[src/rtl/if_stage.sv]
// Instruction-fetch stage of the 5-stage RV32I pipeline.
// Owns the PC, runs the request/ready handshake to instruction memory and
// drives the IF/ID pipeline register consumed by decode.
// Optional build macro IF_PREDECODE_JAL_EN enables JAL predecode: a fetched
// JAL redirects the next fetch immediately and sets IF_ID_PredTaken.
//
// Memory handshake: imem_req is the valid, imem_ready is the ready. A
// transfer happens on any cycle where imem_req=1 and imem_ready=1; imem_rdata
// is only meaningful on that cycle. Once imem_req is raised, imem_addr stays
// stable until the transfer, even across a redirect (S_DRAIN finishes the
// old request before the new target is fetched).
module if_stage #(
    parameter logic [31:0] RESET_PC  = 32'h0000_0000,
    parameter logic [31:0] NOP_INSTR = 32'h0000_0013
) (
    input  logic        clk,
    input  logic        reset,
    input  logic        Stall,
    input  logic        Redirect,
    input  logic [31:0] RedirectPC,
    output logic        imem_req,
    output logic [31:0] imem_addr,
    input  logic [31:0] imem_rdata,
    input  logic        imem_ready,
    output logic [31:0] IF_ID_Instruction,
    output logic [31:0] IF_ID_PC,
    output logic [31:0] IF_ID_PCplus4,
    output logic        IF_ID_Valid,
    output logic        IF_ID_PredTaken,
    output logic        FetchBusy,
    output logic [1:0]  dbg_state
);

    typedef enum logic [1:0] {
        S_REQ   = 2'd0,
        S_HOLD  = 2'd1,
        S_DRAIN = 2'd2
    } state_t;

    localparam logic [31:0] WORD_MASK = 32'hFFFF_FFFC;

    state_t      state_q, state_d;
    logic [31:0] pc_q, pc_d;
    logic [31:0] drain_addr_q, drain_addr_d;
    logic [31:0] hold_buf_q, hold_buf_d;

    logic        ifid_load;      // load a real instruction into IF/ID
    logic        ifid_bubble;    // load a bubble into IF/ID
    logic [31:0] xfer_instr;     // instruction entering IF/ID this cycle
    logic [31:0] next_pc;        // PC following xfer_instr
    logic        pred_taken;     // xfer_instr redirects fetch by itself
    logic [31:0] redirect_target;

    // Low two bits of the redirect target are ignored.
    assign redirect_target = RedirectPC & WORD_MASK;

    // The instruction handed to decode comes from memory in S_REQ and from
    // the hold buffer when a stalled capture is released.
    assign xfer_instr = (state_q == S_HOLD) ? hold_buf_q : imem_rdata;

`ifdef IF_PREDECODE_JAL_EN
    logic [31:0] jal_imm;

    // Predecode JAL: next fetch goes to PC + J-immediate.
    always_comb begin
        jal_imm    = {{11{xfer_instr[31]}}, xfer_instr[31], xfer_instr[19:12],
                      xfer_instr[20], xfer_instr[30:21], 1'b0};
        pred_taken = (xfer_instr[6:0] == 7'b1101111);
        if (pred_taken) begin
            next_pc = (pc_q + jal_imm) & WORD_MASK;
        end else begin
            next_pc = pc_q + 32'd4;
        end
    end
`else
    // Sequential fetch only; nothing is ever predicted taken.
    always_comb begin
        pred_taken = 1'b0;
        next_pc    = pc_q + 32'd4;
    end
`endif

    // Fetch FSM state register.
    always_ff @(posedge clk) begin
        if (reset) begin
            state_q <= S_REQ;
        end else begin
            state_q <= state_d;
        end
    end

    // Next-state, memory interface and IF/ID load decisions.
    // Priority: Redirect > Stall > normal advance (reset handled in the flops).
    always_comb begin
        state_d      = state_q;
        pc_d         = pc_q;
        drain_addr_d = drain_addr_q;
        hold_buf_d   = hold_buf_q;
        ifid_load    = 1'b0;
        ifid_bubble  = 1'b0;
        imem_req     = 1'b0;
        imem_addr    = pc_q;

        case (state_q)
            S_REQ: begin
                imem_req  = 1'b1;
                imem_addr = pc_q;
                if (Redirect) begin
                    // Any data returned now belongs to the wrong path.
                    pc_d        = redirect_target;
                    ifid_bubble = 1'b1;
                    if (!imem_ready) begin
                        // Request still outstanding: finish it at the old address.
                        drain_addr_d = pc_q;
                        state_d      = S_DRAIN;
                    end
                end else if (imem_ready && !Stall) begin
                    ifid_load = 1'b1;
                    pc_d      = next_pc;
                end else if (imem_ready) begin
                    // Memory delivered but decode is frozen: park the word.
                    hold_buf_d = imem_rdata;
                    state_d    = S_HOLD;
                end else if (!Stall) begin
                    ifid_bubble = 1'b1;
                end
            end

            S_HOLD: begin
                if (Redirect) begin
                    pc_d        = redirect_target;
                    ifid_bubble = 1'b1;
                    state_d     = S_REQ;
                end else if (!Stall) begin
                    ifid_load = 1'b1;
                    pc_d      = next_pc;
                    state_d   = S_REQ;
                end
            end

            S_DRAIN: begin
                imem_req  = 1'b1;
                imem_addr = drain_addr_q;
                if (Redirect) begin
                    pc_d = redirect_target;
                end
                if (imem_ready) begin
                    state_d = S_REQ;
                end
                if (Redirect || !Stall) begin
                    ifid_bubble = 1'b1;
                end
            end

            default: begin
                state_d = S_REQ;
            end
        endcase

        // No request may be presented while reset is asserted.
        if (reset) begin
            imem_req = 1'b0;
        end
    end

    // PC, drain address and hold buffer.
    always_ff @(posedge clk) begin
        if (reset) begin
            pc_q         <= RESET_PC & WORD_MASK;
            drain_addr_q <= 32'd0;
            hold_buf_q   <= 32'd0;
        end else begin
            pc_q         <= pc_d;
            drain_addr_q <= drain_addr_d;
            hold_buf_q   <= hold_buf_d;
        end
    end

    // IF/ID pipeline register: real instruction, bubble, or hold.
    always_ff @(posedge clk) begin
        if (reset) begin
            IF_ID_Instruction <= NOP_INSTR;
            IF_ID_PC          <= 32'd0;
            IF_ID_PCplus4     <= 32'd0;
            IF_ID_Valid       <= 1'b0;
            IF_ID_PredTaken   <= 1'b0;
        end else if (ifid_load) begin
            IF_ID_Instruction <= xfer_instr;
            IF_ID_PC          <= pc_q;
            IF_ID_PCplus4     <= pc_q + 32'd4;
            IF_ID_Valid       <= 1'b1;
            IF_ID_PredTaken   <= pred_taken;
        end else if (ifid_bubble) begin
            IF_ID_Instruction <= NOP_INSTR;
            IF_ID_PC          <= 32'd0;
            IF_ID_PCplus4     <= 32'd0;
            IF_ID_Valid       <= 1'b0;
            IF_ID_PredTaken   <= 1'b0;
        end
    end

    // Busy while a request is presented and memory is inserting wait states.
    assign FetchBusy = imem_req && !imem_ready;
    assign dbg_state = state_q;

endmodule

[config.mk]
export PLATFORM = sky130hd
export DESIGN_NAME = if_stage
export DESIGN_NICKNAME = d
export VERILOG_FILES = /design/src/rtl/if_stage.sv
export SDC_FILE = /design/constraint.sdc
export NUM_CORES = 1
export LEC_CHECK = 0
export CORE_UTILIZATION = 45
export CTS_CLUSTER_SIZE = 40
export DETAILED_ROUTE_END_ITERATION = 8
export HOLD_SLACK_MARGIN = 0.06
export PLACE_DENSITY = 0.74
export SLEW_MARGIN = 20
export SYNTH_ARGS = -nofsm -noshare
export SYNTH_HDL_FRONTEND = slang
export SYNTH_SLANG_ARGS = --single-unit
[constraint.sdc]
create_clock -name clk -period 5.22 [get_ports clk]
set_input_delay 1.044 -clock clk [delete_from_list [all_inputs] [get_ports clk]]
set_output_delay 1.044 -clock clk [all_outputs]
set_load 0.02 [all_outputs]
==> run summary <==
The flow ran to the end, but the final reports show violations. The checks that failed: DRC. The first routing iteration left 776 violations. The logs give 1614 for the number of fill cells and 0.00374 mm^2 for the total area of sequential cells.

The congestion estimate from routability-driven global placement came to 0.782. The number of antenna violations at the first check in global routing was 1. The cell count after synthesis was 1073; the later-pin clock latency in the skew report was 0.43 ns. The clock input transition at the sequential cells of the worst setup and hold paths works out to 0.07 ns. Counting every sink on the clock net gives 187.

The logs give 0 for the count of pins over their slew limit and 0 for the hold violation total from the final report. In this run the tool buffered the top-level ports with 193 buffer cells. Counting flops and latches in the post-synthesis netlist gives 187. The post-synthesis area per instance is 7.80 um^2, and the tightest slew margin relative to the limit is 29.3%. The run gives 3.14 mW as the total power of the final layout. Number of detailed-routing iterations run before antenna repair: 9. The worst path meets setup with 0.969 ns of slack. The total wire length after detailed routing was 24600 um. The category of the worst setup path capture point is an output pin.

After detailed routing, the average wire length per cell comes to 17.1 um. Number of enable flip-flop cells after synthesis: 0. Of all nets on the critical path, the largest fanout is 25. The overall die height came out at 138 um. For the critical path required time, the log shows 4.18 ns.

The top cell types in the final layout, fill and taps aside, are nand2_1, clkdlybuf4s50_1, dfxtp_1. The Yosys step of the flow raised 0 warnings. Counting flops with an async set or reset pin after synthesis yields a share of 0%.

The die area is 0.0191 mm^2, and the leakage dissipation is 3.81 nW. The ratio of cells with drive above 1 in the final layout was 8.00%; the number of standard cells in the layout, taps in and fillers out was 1443. The via density per instance came out at 5.56.

The global-route usage over all layers came out at 25.5%. The total number of H-tree levels is 4, and the share of the clock period used by the worst path after layout is 81.4%. For the portion of the post-synthesis area used by sequential elements, the log shows 44.8%.

Setup violations remaining at the end of the flow were counted as 0. For the post-cts sizing count, the log shows 0. The most common flop cell mapped by yosys is dfxtp_1. For the pin with the worst max-slew slack, the measured transition is 1.06 ns.

TritonCTS built the clock tree. The number of buffers on the longest clock path was 2; the post-CTS setup repair buffer count was 0. The total area inside the core boundary comes to 0.0181 mm^2. The number of placed I/O pins came out at 203. Once detail routing completed, the nets flagged for antenna violations numbered 0. From left edge to right edge, the die measures 138 um.

In this run, placement finished with an instance count of 1410. The number of global-route vias before repair was 7365. VDD sags by at most 0.238 mV. Setup repair after global routing left no endpoint under its margin.

Entering global routing, the biggest net connects 66 pins. After synthesis the cells add up to 0.00836 mm^2. The worst setup path is launched from a flop.

Summing all multi-input logic gate instances after layout gives 0.00416 mm^2. The relative area change from synthesis to final layout is 29.7%. The initial utilization of the core area, before any placement, comes to 46.2%. The tools report the placed wire-length estimate as 16000 um. Across the run, the number of max-cap violations was 0. Dividing total power by cell area gives a power density of 289 mW/mm^2. Worst min-delay path category: flop to flop. Leaving out fill and tap cells, the most frequent cell in the layout is nand2_1. The first global-routing pass estimated 39100 um of wire. The number of clock buffers added by TritonCTS is 17. The netlist uses 52 different library cells. After detailed routing, the number of remaining DRC violations is 22.

At the placement stage, the worst setup path has a slack of 1.41 ns. The via count is 8027. After clock tree synthesis, the flow added hold-fix buffers numbering 0. Setup total negative slack on the finished layout was measured at 0 ns.

The final setup skew is 0.0103 ns, and the overall overflow remaining after global route is 0. The tools report the number of nets in the final layout as 1270. The root buffer cell chosen for the clock tree is clkbuf_16.

The initialized floorplan defines 49 standard-cell rows. Subtracting the final worst setup slack from the clock period gives 4.25 ns. The worst setup path is of the flop to output pin kind. Static timing analysis puts the maximum clock frequency at 235 MHz. The tools report the worst endpoint data arrival time as 3.21 ns.
==> through the flow <==
step	instance area (um^2)	hold slack (ns)	util [%]
after floorplan	8390	0.433	-
after global placement	10300	0.435	56.9
after detailed placement	10300	0.444	56.9
after CTS	10800	0.454	60.0
after global routing	10900	0.473	60.0
final	10900	0.453	60.0
==> cells in the mapped netlist, types with 3 or more instances <==
| cell | n | area (um^2) |
|---|---|---|
| clkbuf_2 | 3 | 15.0 |
| buf_2 | 10 | 50.1 |
| nor2b_1 | 3 | 18.8 |
| nor4_1 | 4 | 25.0 |
| xor2_1 | 14 | 123 |
| or3_1 | 6 | 37.5 |
| a22oi_1 | 45 | 338 |
| nand2b_1 | 6 | 37.5 |
| mux2_2 | 27 | 304 |
| dfxtp_1 | 187 | 3740 |
| a21oi_1 | 147 | 736 |
| nor2_1 | 83 | 312 |
| nor3_1 | 9 | 45.0 |
| nand3_1 | 31 | 155 |
| nand2_1 | 249 | 935 |
| inv_1 | 8 | 30.0 |
| o21ai_0 | 45 | 225 |
| a21o_1 | 3 | 22.5 |
| buf_1 | 7 | 26.3 |
| and3_1 | 13 | 81.3 |
| clkbuf_1 | 74 | 278 |
| o32ai_1 | 4 | 35.0 |
| a31oi_1 | 9 | 56.3 |
| o31a_1 | 4 | 35.0 |
| o221a_2 | 3 | 33.8 |
| xnor2_1 | 12 | 105 |
| o31ai_1 | 7 | 52.6 |
| buf_4 | 16 | 120 |
| nand4_1 | 7 | 43.8 |
| or4_1 | 5 | 37.5 |
| a22o_1 | 5 | 43.8 |
==> power breakdown <==
| part | internal (mW) | switching, mW |
|---|---|---|
| registers | 1.47 | 0.0570 |
| logic | 0.173 | 0.223 |
| clock network | 0.652 | 0.567 |
| total | 2.29 | 0.847 |
==> logic make-up (layout without fill, tap and decap cells) <==
group           count (synthesis)  in the layout  share of synthesized area [%]
compound gates                284            284                           20.1
xor+xnor                       26             26                           2.72
fa+ha+maj                       1              1                          0.150
buf+inv                       118            252                           6.21
flops                         187            187                           44.8
mux                            27             27                           3.63
other cells                     1              8                         0.0448
simple gates                  429            429                           22.4
==> registers in the layout (all words and copies together) (netlist names) <==
signal / flops
pc_q: 30
dbg_state: 2
drain_addr_q: 30
hold_buf_q: 32
IF_ID_PCplus4: 30
IF_ID_Instruction: 32
IF_ID_PC: 30
IF_ID_Valid: 1
==> routing by layer <==
layer / global-route usage [%] / share of wire, % / up-vias
met2: 39.5 / 45 / 284
met3: 5.58 / 6.5 / 43
met4: 11.5 / 3.2 / 0
met1: 34.0 / 45 / 3794
met5: 0 / 0 / -
li1: - / - / 3906
==> critical path: stages, from the launching register on <==
cell and delay (ns):
dfxtp_1 0.72, nor2b_4 0.78, buf_4 0.34, mux2_2 0.35, clkdlybuf4s50_1 0.56
==> worst paths after layout <==
| kind | cells after the start | from | endpoint | slack, ns |
|---|---|---|---|---|
| setup / recovery | 4 | dbg_state[1] | imem_addr[28] | 0.97 |
| hold / removal | 2 | hold_buf_q[0] | hold_buf_q[0] | 0.45 |
| setup reg to reg | 5 | pc_q[8] | pc_q[31] | 2.66 |
| hold reg to reg | 2 | hold_buf_q[0] | hold_buf_q[0] | 0.45 |
==> area by class of cell <==
cell class / count / share of cell area [%]
Sequential cell: 187 / 34.5
Clock inverter: 11 / 0.773
Antenna cell: 1 / 0.0231
Tap cell: 229 / 2.64
Inverter: 8 / 0.277
Timing Repair Buffer: 212 / 19.1
Clock buffer: 21 / 4.34
Multi-Input combinational cell: 774 / 38.4
(Power assumes the default switching activity.)
